File: src/rtl/sbus_ahbl_master_if.sv
`default_nettype none
// ============================================================================
// Module   : sbus_ahbl_master_if
// Purpose  : SBUS request/response port and AHB-Lite manager port bundled
//            together. The "master" modport is the bridge side; the "slave"
//            modport is the SBUS initiator plus AHB fabric seen from outside.
// Revision : 1.0  initial release
// ============================================================================
interface sbus_ahbl_master_if #(
  parameter int W_ADDR = 32
);
  // SBUS request side
  logic [W_ADDR-1:0] sbus_addr;
  logic              sbus_write;
  logic [1:0]        sbus_size;
  logic              sbus_vld;
  logic [31:0]       sbus_wdata;
  logic              sbus_rdy;
  logic              sbus_err;
  logic [31:0]       sbus_rdata;

  // AHB-Lite manager side
  logic [W_ADDR-1:0] ahblm_haddr;
  logic              ahblm_hwrite;
  logic [1:0]        ahblm_htrans;
  logic [2:0]        ahblm_hsize;
  logic [2:0]        ahblm_hburst;
  logic [3:0]        ahblm_hprot;
  logic              ahblm_hmastlock;
  logic              ahblm_hready;
  logic              ahblm_hresp;
  logic [31:0]       ahblm_hwdata;
  logic [31:0]       ahblm_hrdata;

  modport master (
    input  sbus_addr, sbus_write, sbus_size, sbus_vld, sbus_wdata,
    output sbus_rdy, sbus_err, sbus_rdata,
    output ahblm_haddr, ahblm_hwrite, ahblm_htrans, ahblm_hsize,
    output ahblm_hburst, ahblm_hprot, ahblm_hmastlock, ahblm_hwdata,
    input  ahblm_hready, ahblm_hresp, ahblm_hrdata
  );

  modport slave (
    output sbus_addr, sbus_write, sbus_size, sbus_vld, sbus_wdata,
    input  sbus_rdy, sbus_err, sbus_rdata,
    input  ahblm_haddr, ahblm_hwrite, ahblm_htrans, ahblm_hsize,
    input  ahblm_hburst, ahblm_hprot, ahblm_hmastlock, ahblm_hwdata,
    output ahblm_hready, ahblm_hresp, ahblm_hrdata
  );
endinterface
`default_nettype wire

File: src/rtl/sbus_ahbl_master.sv
`default_nettype none
// ============================================================================
// Module   : sbus_ahbl_master
// Purpose  : Single-outstanding SBUS valid/ready request to AHB-Lite manager
//            bridge. Handles wait states, the two-phase ERROR response,
//            write-lane replication, read-lane extraction and local
//            rejection of misaligned/illegal requests.
// Revision : 1.0  initial release
// ============================================================================
module sbus_ahbl_master #(
  parameter int         W_ADDR    = 32,
  parameter logic [3:0] HPROT_VAL = 4'b0011
) (
  input  logic              clk,
  input  logic              rst_n,
  output logic              busy,
  sbus_ahbl_master_if.master bus
);

  localparam logic [2:0] S_IDLE = 3'd0;
  localparam logic [2:0] S_ADDR = 3'd1;
  localparam logic [2:0] S_DATA = 3'd2;
  localparam logic [2:0] S_ERR2 = 3'd3;
  localparam logic [2:0] S_RESP = 3'd4;

  localparam logic [1:0] HTRANS_IDLE   = 2'b00;
  localparam logic [1:0] HTRANS_NONSEQ = 2'b10;

  logic [2:0]        r_state;
  logic [2:0]        w_state_nxt;
  logic              w_resp_err;
  logic              w_illegal;
  logic [31:0]       w_wdata_lanes;
  logic [31:0]       w_rdata_lane;

  logic [W_ADDR-1:0] r_haddr;
  logic              r_hwrite;
  logic [1:0]        r_size;
  logic [1:0]        r_htrans;
  logic [31:0]       r_hwdata;
  logic              r_rdy;
  logic              r_err;
  logic [31:0]       r_rdata;
  logic              r_busy;

  // Request legality: size 3 never legal, halfword/word must be naturally aligned
  always_comb begin
    w_illegal = 1'b0;
    case (bus.sbus_size)
      2'd1:    w_illegal = bus.sbus_addr[0];
      2'd2:    w_illegal = |bus.sbus_addr[1:0];
      2'd3:    w_illegal = 1'b1;
      default: w_illegal = 1'b0;
    endcase
  end

  // Replicate right-justified write data across every lane the slave may sample
  always_comb begin
    w_wdata_lanes = bus.sbus_wdata;
    case (r_size)
      2'd0:    w_wdata_lanes = {4{bus.sbus_wdata[7:0]}};
      2'd1:    w_wdata_lanes = {2{bus.sbus_wdata[15:0]}};
      default: w_wdata_lanes = bus.sbus_wdata;
    endcase
  end

  // Pick the addressed lane out of HRDATA and zero-extend; writes return zero
  always_comb begin
    w_rdata_lane = bus.ahblm_hrdata;
    case (r_size)
      2'd0:    w_rdata_lane = {24'd0, bus.ahblm_hrdata[{r_haddr[1:0], 3'b000} +: 8]};
      2'd1:    w_rdata_lane = {16'd0, bus.ahblm_hrdata[{r_haddr[1], 4'b0000} +: 16]};
      default: w_rdata_lane = bus.ahblm_hrdata;
    endcase
    if (r_hwrite) begin
      w_rdata_lane = 32'd0;
    end
  end

  // Next-state and the error qualifier carried into RESP
  always_comb begin
    w_state_nxt = r_state;
    w_resp_err  = 1'b0;
    case (r_state)
      S_IDLE: begin
        if (bus.sbus_vld) begin
          w_state_nxt = w_illegal ? S_RESP : S_ADDR;
          w_resp_err  = w_illegal;
        end
      end
      S_ADDR: begin
        if (bus.ahblm_hready) begin
          w_state_nxt = S_DATA;
        end
      end
      S_DATA: begin
        // hready with hresp is a protocol violation; still reported as error
        if (bus.ahblm_hready) begin
          w_state_nxt = S_RESP;
          w_resp_err  = bus.ahblm_hresp;
        end else if (bus.ahblm_hresp) begin
          w_state_nxt = S_ERR2;
        end
      end
      S_ERR2: begin
        if (bus.ahblm_hready) begin
          w_state_nxt = S_RESP;
          w_resp_err  = 1'b1;
        end
      end
      S_RESP:  w_state_nxt = S_IDLE;
      default: w_state_nxt = S_IDLE;
    endcase
  end

  // State, AHB address/data phase registers and SBUS response registers
  always_ff @(posedge clk or negedge rst_n) begin
    if (!rst_n) begin
      r_state  <= S_IDLE;
      r_haddr  <= '0;
      r_hwrite <= 1'b0;
      r_size   <= 2'd0;
      r_htrans <= HTRANS_IDLE;
      r_hwdata <= 32'd0;
      r_rdy    <= 1'b0;
      r_err    <= 1'b0;
      r_rdata  <= 32'd0;
      r_busy   <= 1'b0;
    end else begin
      r_state <= w_state_nxt;
      r_busy  <= (w_state_nxt != S_IDLE);
      // RESP always exits to IDLE, so entering RESP yields a one-cycle strobe
      r_rdy   <= (w_state_nxt == S_RESP);
      r_err   <= (w_state_nxt == S_RESP) && w_resp_err;

      if ((r_state == S_IDLE) && bus.sbus_vld && !w_illegal) begin
        r_haddr  <= bus.sbus_addr;
        r_hwrite <= bus.sbus_write;
        r_size   <= bus.sbus_size;
        r_htrans <= HTRANS_NONSEQ;
      end

      // Write data is sampled at the end of the address phase, i.e. no
      // earlier than the second cycle of sbus_vld
      if ((r_state == S_ADDR) && bus.ahblm_hready) begin
        r_htrans <= HTRANS_IDLE;
        r_hwdata <= w_wdata_lanes;
      end

      if ((w_state_nxt == S_RESP) && (r_state != S_RESP)) begin
        r_rdata <= w_resp_err ? 32'd0 : w_rdata_lane;
      end
    end
  end

  assign bus.ahblm_haddr     = r_haddr;
  assign bus.ahblm_hwrite    = r_hwrite;
  assign bus.ahblm_htrans    = r_htrans;
  assign bus.ahblm_hsize     = {1'b0, r_size};
  assign bus.ahblm_hburst    = 3'b000;
  assign bus.ahblm_hprot     = HPROT_VAL;
  assign bus.ahblm_hmastlock = 1'b0;
  assign bus.ahblm_hwdata    = r_hwdata;
  assign bus.sbus_rdy        = r_rdy;
  assign bus.sbus_err        = r_err;
  assign bus.sbus_rdata      = r_rdata;
  assign busy                = r_busy;

endmodule
`default_nettype wire

File: src/flat_wrapper.sv
// flat-port wrapper written by rule: the top's interface ports become plain ports
module sbus_ahbl_master_flat 
#(
  parameter int         W_ADDR    = 32,
  parameter logic [3:0] HPROT_VAL = 4'b0011
)
  (clk, rst_n, busy, bus_sbus_addr, bus_sbus_write, bus_sbus_size, bus_sbus_vld, bus_sbus_wdata, bus_sbus_rdy, bus_sbus_err, bus_sbus_rdata, bus_ahblm_haddr, bus_ahblm_hwrite, bus_ahblm_htrans, bus_ahblm_hsize, bus_ahblm_hburst, bus_ahblm_hprot, bus_ahblm_hmastlock, bus_ahblm_hwdata, bus_ahblm_hready, bus_ahblm_hresp, bus_ahblm_hrdata);
  sbus_ahbl_master_if #(.W_ADDR(W_ADDR)) bus_i ();
  input  logic clk;
  input  logic rst_n;
  output logic busy;
  input wire logic [$bits(bus_i.sbus_addr)-1:0] bus_sbus_addr;
  input wire logic [$bits(bus_i.sbus_write)-1:0] bus_sbus_write;
  input wire logic [$bits(bus_i.sbus_size)-1:0] bus_sbus_size;
  input wire logic [$bits(bus_i.sbus_vld)-1:0] bus_sbus_vld;
  input wire logic [$bits(bus_i.sbus_wdata)-1:0] bus_sbus_wdata;
  output wire logic [$bits(bus_i.sbus_rdy)-1:0] bus_sbus_rdy;
  output wire logic [$bits(bus_i.sbus_err)-1:0] bus_sbus_err;
  output wire logic [$bits(bus_i.sbus_rdata)-1:0] bus_sbus_rdata;
  output wire logic [$bits(bus_i.ahblm_haddr)-1:0] bus_ahblm_haddr;
  output wire logic [$bits(bus_i.ahblm_hwrite)-1:0] bus_ahblm_hwrite;
  output wire logic [$bits(bus_i.ahblm_htrans)-1:0] bus_ahblm_htrans;
  output wire logic [$bits(bus_i.ahblm_hsize)-1:0] bus_ahblm_hsize;
  output wire logic [$bits(bus_i.ahblm_hburst)-1:0] bus_ahblm_hburst;
  output wire logic [$bits(bus_i.ahblm_hprot)-1:0] bus_ahblm_hprot;
  output wire logic [$bits(bus_i.ahblm_hmastlock)-1:0] bus_ahblm_hmastlock;
  output wire logic [$bits(bus_i.ahblm_hwdata)-1:0] bus_ahblm_hwdata;
  input wire logic [$bits(bus_i.ahblm_hready)-1:0] bus_ahblm_hready;
  input wire logic [$bits(bus_i.ahblm_hresp)-1:0] bus_ahblm_hresp;
  input wire logic [$bits(bus_i.ahblm_hrdata)-1:0] bus_ahblm_hrdata;
  assign bus_i.sbus_addr = bus_sbus_addr;
  assign bus_i.sbus_write = bus_sbus_write;
  assign bus_i.sbus_size = bus_sbus_size;
  assign bus_i.sbus_vld = bus_sbus_vld;
  assign bus_i.sbus_wdata = bus_sbus_wdata;
  assign bus_sbus_rdy = bus_i.sbus_rdy;
  assign bus_sbus_err = bus_i.sbus_err;
  assign bus_sbus_rdata = bus_i.sbus_rdata;
  assign bus_ahblm_haddr = bus_i.ahblm_haddr;
  assign bus_ahblm_hwrite = bus_i.ahblm_hwrite;
  assign bus_ahblm_htrans = bus_i.ahblm_htrans;
  assign bus_ahblm_hsize = bus_i.ahblm_hsize;
  assign bus_ahblm_hburst = bus_i.ahblm_hburst;
  assign bus_ahblm_hprot = bus_i.ahblm_hprot;
  assign bus_ahblm_hmastlock = bus_i.ahblm_hmastlock;
  assign bus_ahblm_hwdata = bus_i.ahblm_hwdata;
  assign bus_i.ahblm_hready = bus_ahblm_hready;
  assign bus_i.ahblm_hresp = bus_ahblm_hresp;
  assign bus_i.ahblm_hrdata = bus_ahblm_hrdata;
  sbus_ahbl_master #(.W_ADDR(W_ADDR), .HPROT_VAL(HPROT_VAL)) u_core (.clk(clk), .rst_n(rst_n), .busy(busy), .bus(bus_i));
endmodule
File: config.mk
export PLATFORM = sky130hd
export DESIGN_NAME = sbus_ahbl_master_flat
export DESIGN_NICKNAME = d
export VERILOG_FILES = /design/src/rtl/sbus_ahbl_master_if.sv /design/src/rtl/sbus_ahbl_master.sv /design/src/flat_wrapper.sv
export SDC_FILE = /design/constraint.sdc
export NUM_CORES = 1
export LEC_CHECK = 0
export ABC_AREA = 1
export CAP_MARGIN = 20
export CORE_UTILIZATION = 46
export DETAILED_ROUTE_END_ITERATION = 7
export PLACE_DENSITY_LB_ADDON = 0.3
export SYNTH_ARGS = -nofsm -noshare
export SYNTH_HDL_FRONTEND = slang
export SYNTH_SLANG_ARGS = --single-unit
File: constraint.sdc
create_clock -name clk -period 2.3 [get_ports clk]
set_clock_uncertainty 0.05 [all_clocks]
set_input_delay 0.23 -clock clk [delete_from_list [all_inputs] [get_ports clk]]
set_output_delay 0.23 -clock clk [all_outputs]
set_load 0.02 [all_outputs]
==> impl_metrics.yaml <==
timing:
  report.final.setup_viol: 0
  timing.setup.tns_ps: 0
  maxSlewHeadroom: 0.516
  min_period_ps: 1990
  rsz0062_at_grt: "false"
  tightest_slew_ps: 726
  hold_viol_final: 0
  fmax_mhz: 502
  fin_crit_sh: 0.867
  drv_slew: 0
die:
  pin_count: 217
  initial_core_util: 0.482
  coreArea_sq_um: 10500
  die_h_um: 107
  num_rows: 37
  die_area_sq_um: 11400
  dieWidth_um: 107
synthesis:
  ys_warn_count: 0
  syn_area_per_cell_sq_um: 7.86
  synth.distinct_cells: 24
  yosysSeqAreaShare: 0.526
  ys_seq_elements: 106
  synth_area_leaders: "dfrtp_1 53%, nand2_1 23%, nand3_1 4.9%, nand4_1 3.5%, a21oi_1 2.5%"
  synthTopCellsByCount: "310 x nand2_1, 106 x dfrtp_1, 49 x nand3_1"
  netlist_area_sq_um: 5040
  synth_enable_flop_cells: 0
  synth_most_common_cell: "nand2_1"
  ys.flop_type: "dfrtp_1"
  synth.largest_area_cell: "dfrtp_1"
  ys_async_sr_fraction: 1.00
  yosysTopAreaCellShare: 0.526
  syn_inst: 642
routing:
  wire_per_inst_um: 15.4
  vias: 5063
  vias_per_cell: 5.20
  drt-initial-drc-count: 350
  ant_nets: 0
  dr.pass1.iters: 7
  drc: 0
  routed_wl_mm: 15.0
global_route:
  grt_pass1_wl_mm: 24.1
  met2_usage: 0.441
  grt_max_degree: 57
  busiest_layer: "met2"
  use_met3: 0.0736
  antenna_found_initial: 0
  track_usage: 0.269
  grt_pass1_vias: 5013
  grt-ovfl-total: 0
  met1_usage: 0.339
clock_tree:
  clockBufferDepth: 2
  worstSkewPairLatency_ps: 370
  htree_levels: 3
  post-cts-setup-buffers: 0
  cts_resized: 0
  clk_pin_slew_ps: 100
  clock_sinks: 106
  cts_tree: "done"
  holdBufCountCts: 1
  cts_buffers: 9
  clock-root-buffer: "clkbuf_8"
worst_setup_path:
  critPathKind: "reg -> out"
  r2r_slack_ps: 480
  start_kind: "flop"
  cp-startpoint: "u_core.bus.ahblm_hwrite$_DFFE_PN0P_"
  rr_startpoint: "u_core.r_size[1]$_DFFE_PN0P_"
  worst-r2r-cell-count: 7
  worstPathRequired_ps: 2020
  critPathMaxStageDelay_ps: 710
  crit_family: "buffers and inverters"
  crit_slowest_cell: "clkdlybuf4s50_1"
  crit_arrival_ps: 1710
  crit_buf_inv: 1
  worstSetupPathDepth: 1
  crit_chain: "clkdlybuf4s50_1"
  end_kind: "output port"
  cp_max_fo: 10
placed_design:
  placed_area_sq_um: 7130
  dpl.hpwl_mm: 11.0
  place_congestion: 0.890
  port_buffers: 206
pwr:
  ir_drop_v: 0.000652
  p_per_area_nw_per_um2: 1290
  leakage_nw: 3.61
  fin_total_pwr_w: 0.00951
finish:
  drive_above_1_share: 0.0525
  nFillCells: 868
  finish.instance_area_sq_um: 7350
  n_antenna_cell: 0
  nets: 937
  area_delta_synth_final_pct: 45.8
min_path:
  hold_class: "in -> reg"
  min_from: "bus_sbus_addr[15]"
  hold_depth: 3
job:
  max_cap_violations: 0
outcome:
  status: "complete, no violations"
==> placed cells by master, fill, tap and decap left out <==
master and instances:
nand2_1 310, clkdlybuf4s50_1 205, dfrtp_1 106, nand3_1 49
nand4_1 28, a21oi_1 25, o21ai_0 16, nor2_1 15
inv_1 14, conb_1 10, clkbuf_8 10, buf_4 10
a31oi_1 9, inv_2 6, nor2_2 4, o21ai_1 4
nor2_4 2, nand2_2 2, clkinv_2 2, bufinv_16 2
buf_12 2, nand2_4 1, nand2_8 1, inv_4 1
clkinv_1 1, clkbuf_1 1, clkinvlp_4 1, dlygate4sd3_1 1
==> final timing paths <==
path	end
min in group asynchronous	u_core.bus.ahblm_hwdata[29]$_DFFE_PN0P_
max	bus_ahblm_hwrite
max reg2reg	u_core.bus.sbus_rdata[9]$_DFFE_PN0P_
min reg2reg	u_core.bus.ahblm_haddr[15]$_DFFE_PN0P_
max in group asynchronous	u_core.bus.ahblm_hwdata[0]$_DFFE_PN0P_
min	u_core.bus.ahblm_haddr[15]$_DFFE_PN0P_
==> flip-flops by register name (all words and copies together), names as in the netlist <==
name,flops
u_core.r_state,3
u_core.bus.sbus_rdy,1
u_core.bus.ahblm_hwdata,32
u_core.bus.sbus_err,1
u_core.bus.sbus_rdata,32
u_core.r_size,2
u_core.busy,1
u_core.bus.ahblm_htrans,1
u_core.bus.ahblm_hwrite,1
u_core.bus.ahblm_haddr,32
==> cells by family (layout without fill, tap and decap cells) <==
kind of cell,after synthesis,count (layout),share of synthesized area
simple gates,412,412,0.343
flops,106,106,0.526
buf+inv,68,256,0.0737
compound gates,54,54,0.0558
other cells,2,10,0.00149
==> routing by layer <==
| metal | share of wire | wire length, um | up-vias |
|---|---|---|---|
| li1 | - | - | 2412 |
| met1 | 0.40 | 6000 | 2361 |
| met2 | 0.48 | 7160 | 251 |
| met3 | 0.090 | 1340 | 39 |
| met4 | 0.030 | 451 | 0 |
| met5 | 0 | 0 | - |
==> cell type report <==
cell class	instances	area [sq um]	share of cell area
Sequential cell	106	2650	0.361
Clock buffer	11	141	0.0192
Multi-Input combinational cell	476	2050	0.279
Tap cell	136	170	0.0231
Inverter	22	85.1	0.0116
Timing Repair Buffer	218	2180	0.296
Clock inverter	5	77.6	0.0105
==> report_power, final <==
part / leakage, nW / switching (W) / total, W / internal [W]
clock network: 0.109 / 0.000646 / 0.00129 / 0.000640
registers: 1.35 / 0.000480 / 0.00311 / 0.00263
logic: 2.15 / 0.00300 / 0.00512 / 0.00211
total: 3.61 / 0.00413 / 0.00951 / 0.00538
==> stage by stage <==
stage                     instances  hold WS (ps)  setup WS, ps  utilization
after floorplan                 650          -116           922            -
after global placement          957           261           411        0.681
after detailed placement        957           277           398        0.681
after CTS                       974           347           304        0.703
after global routing            974           351           238        0.703
final                           974           350           306        0.703
No activity file was read; power rests on OpenSTA's default activity.
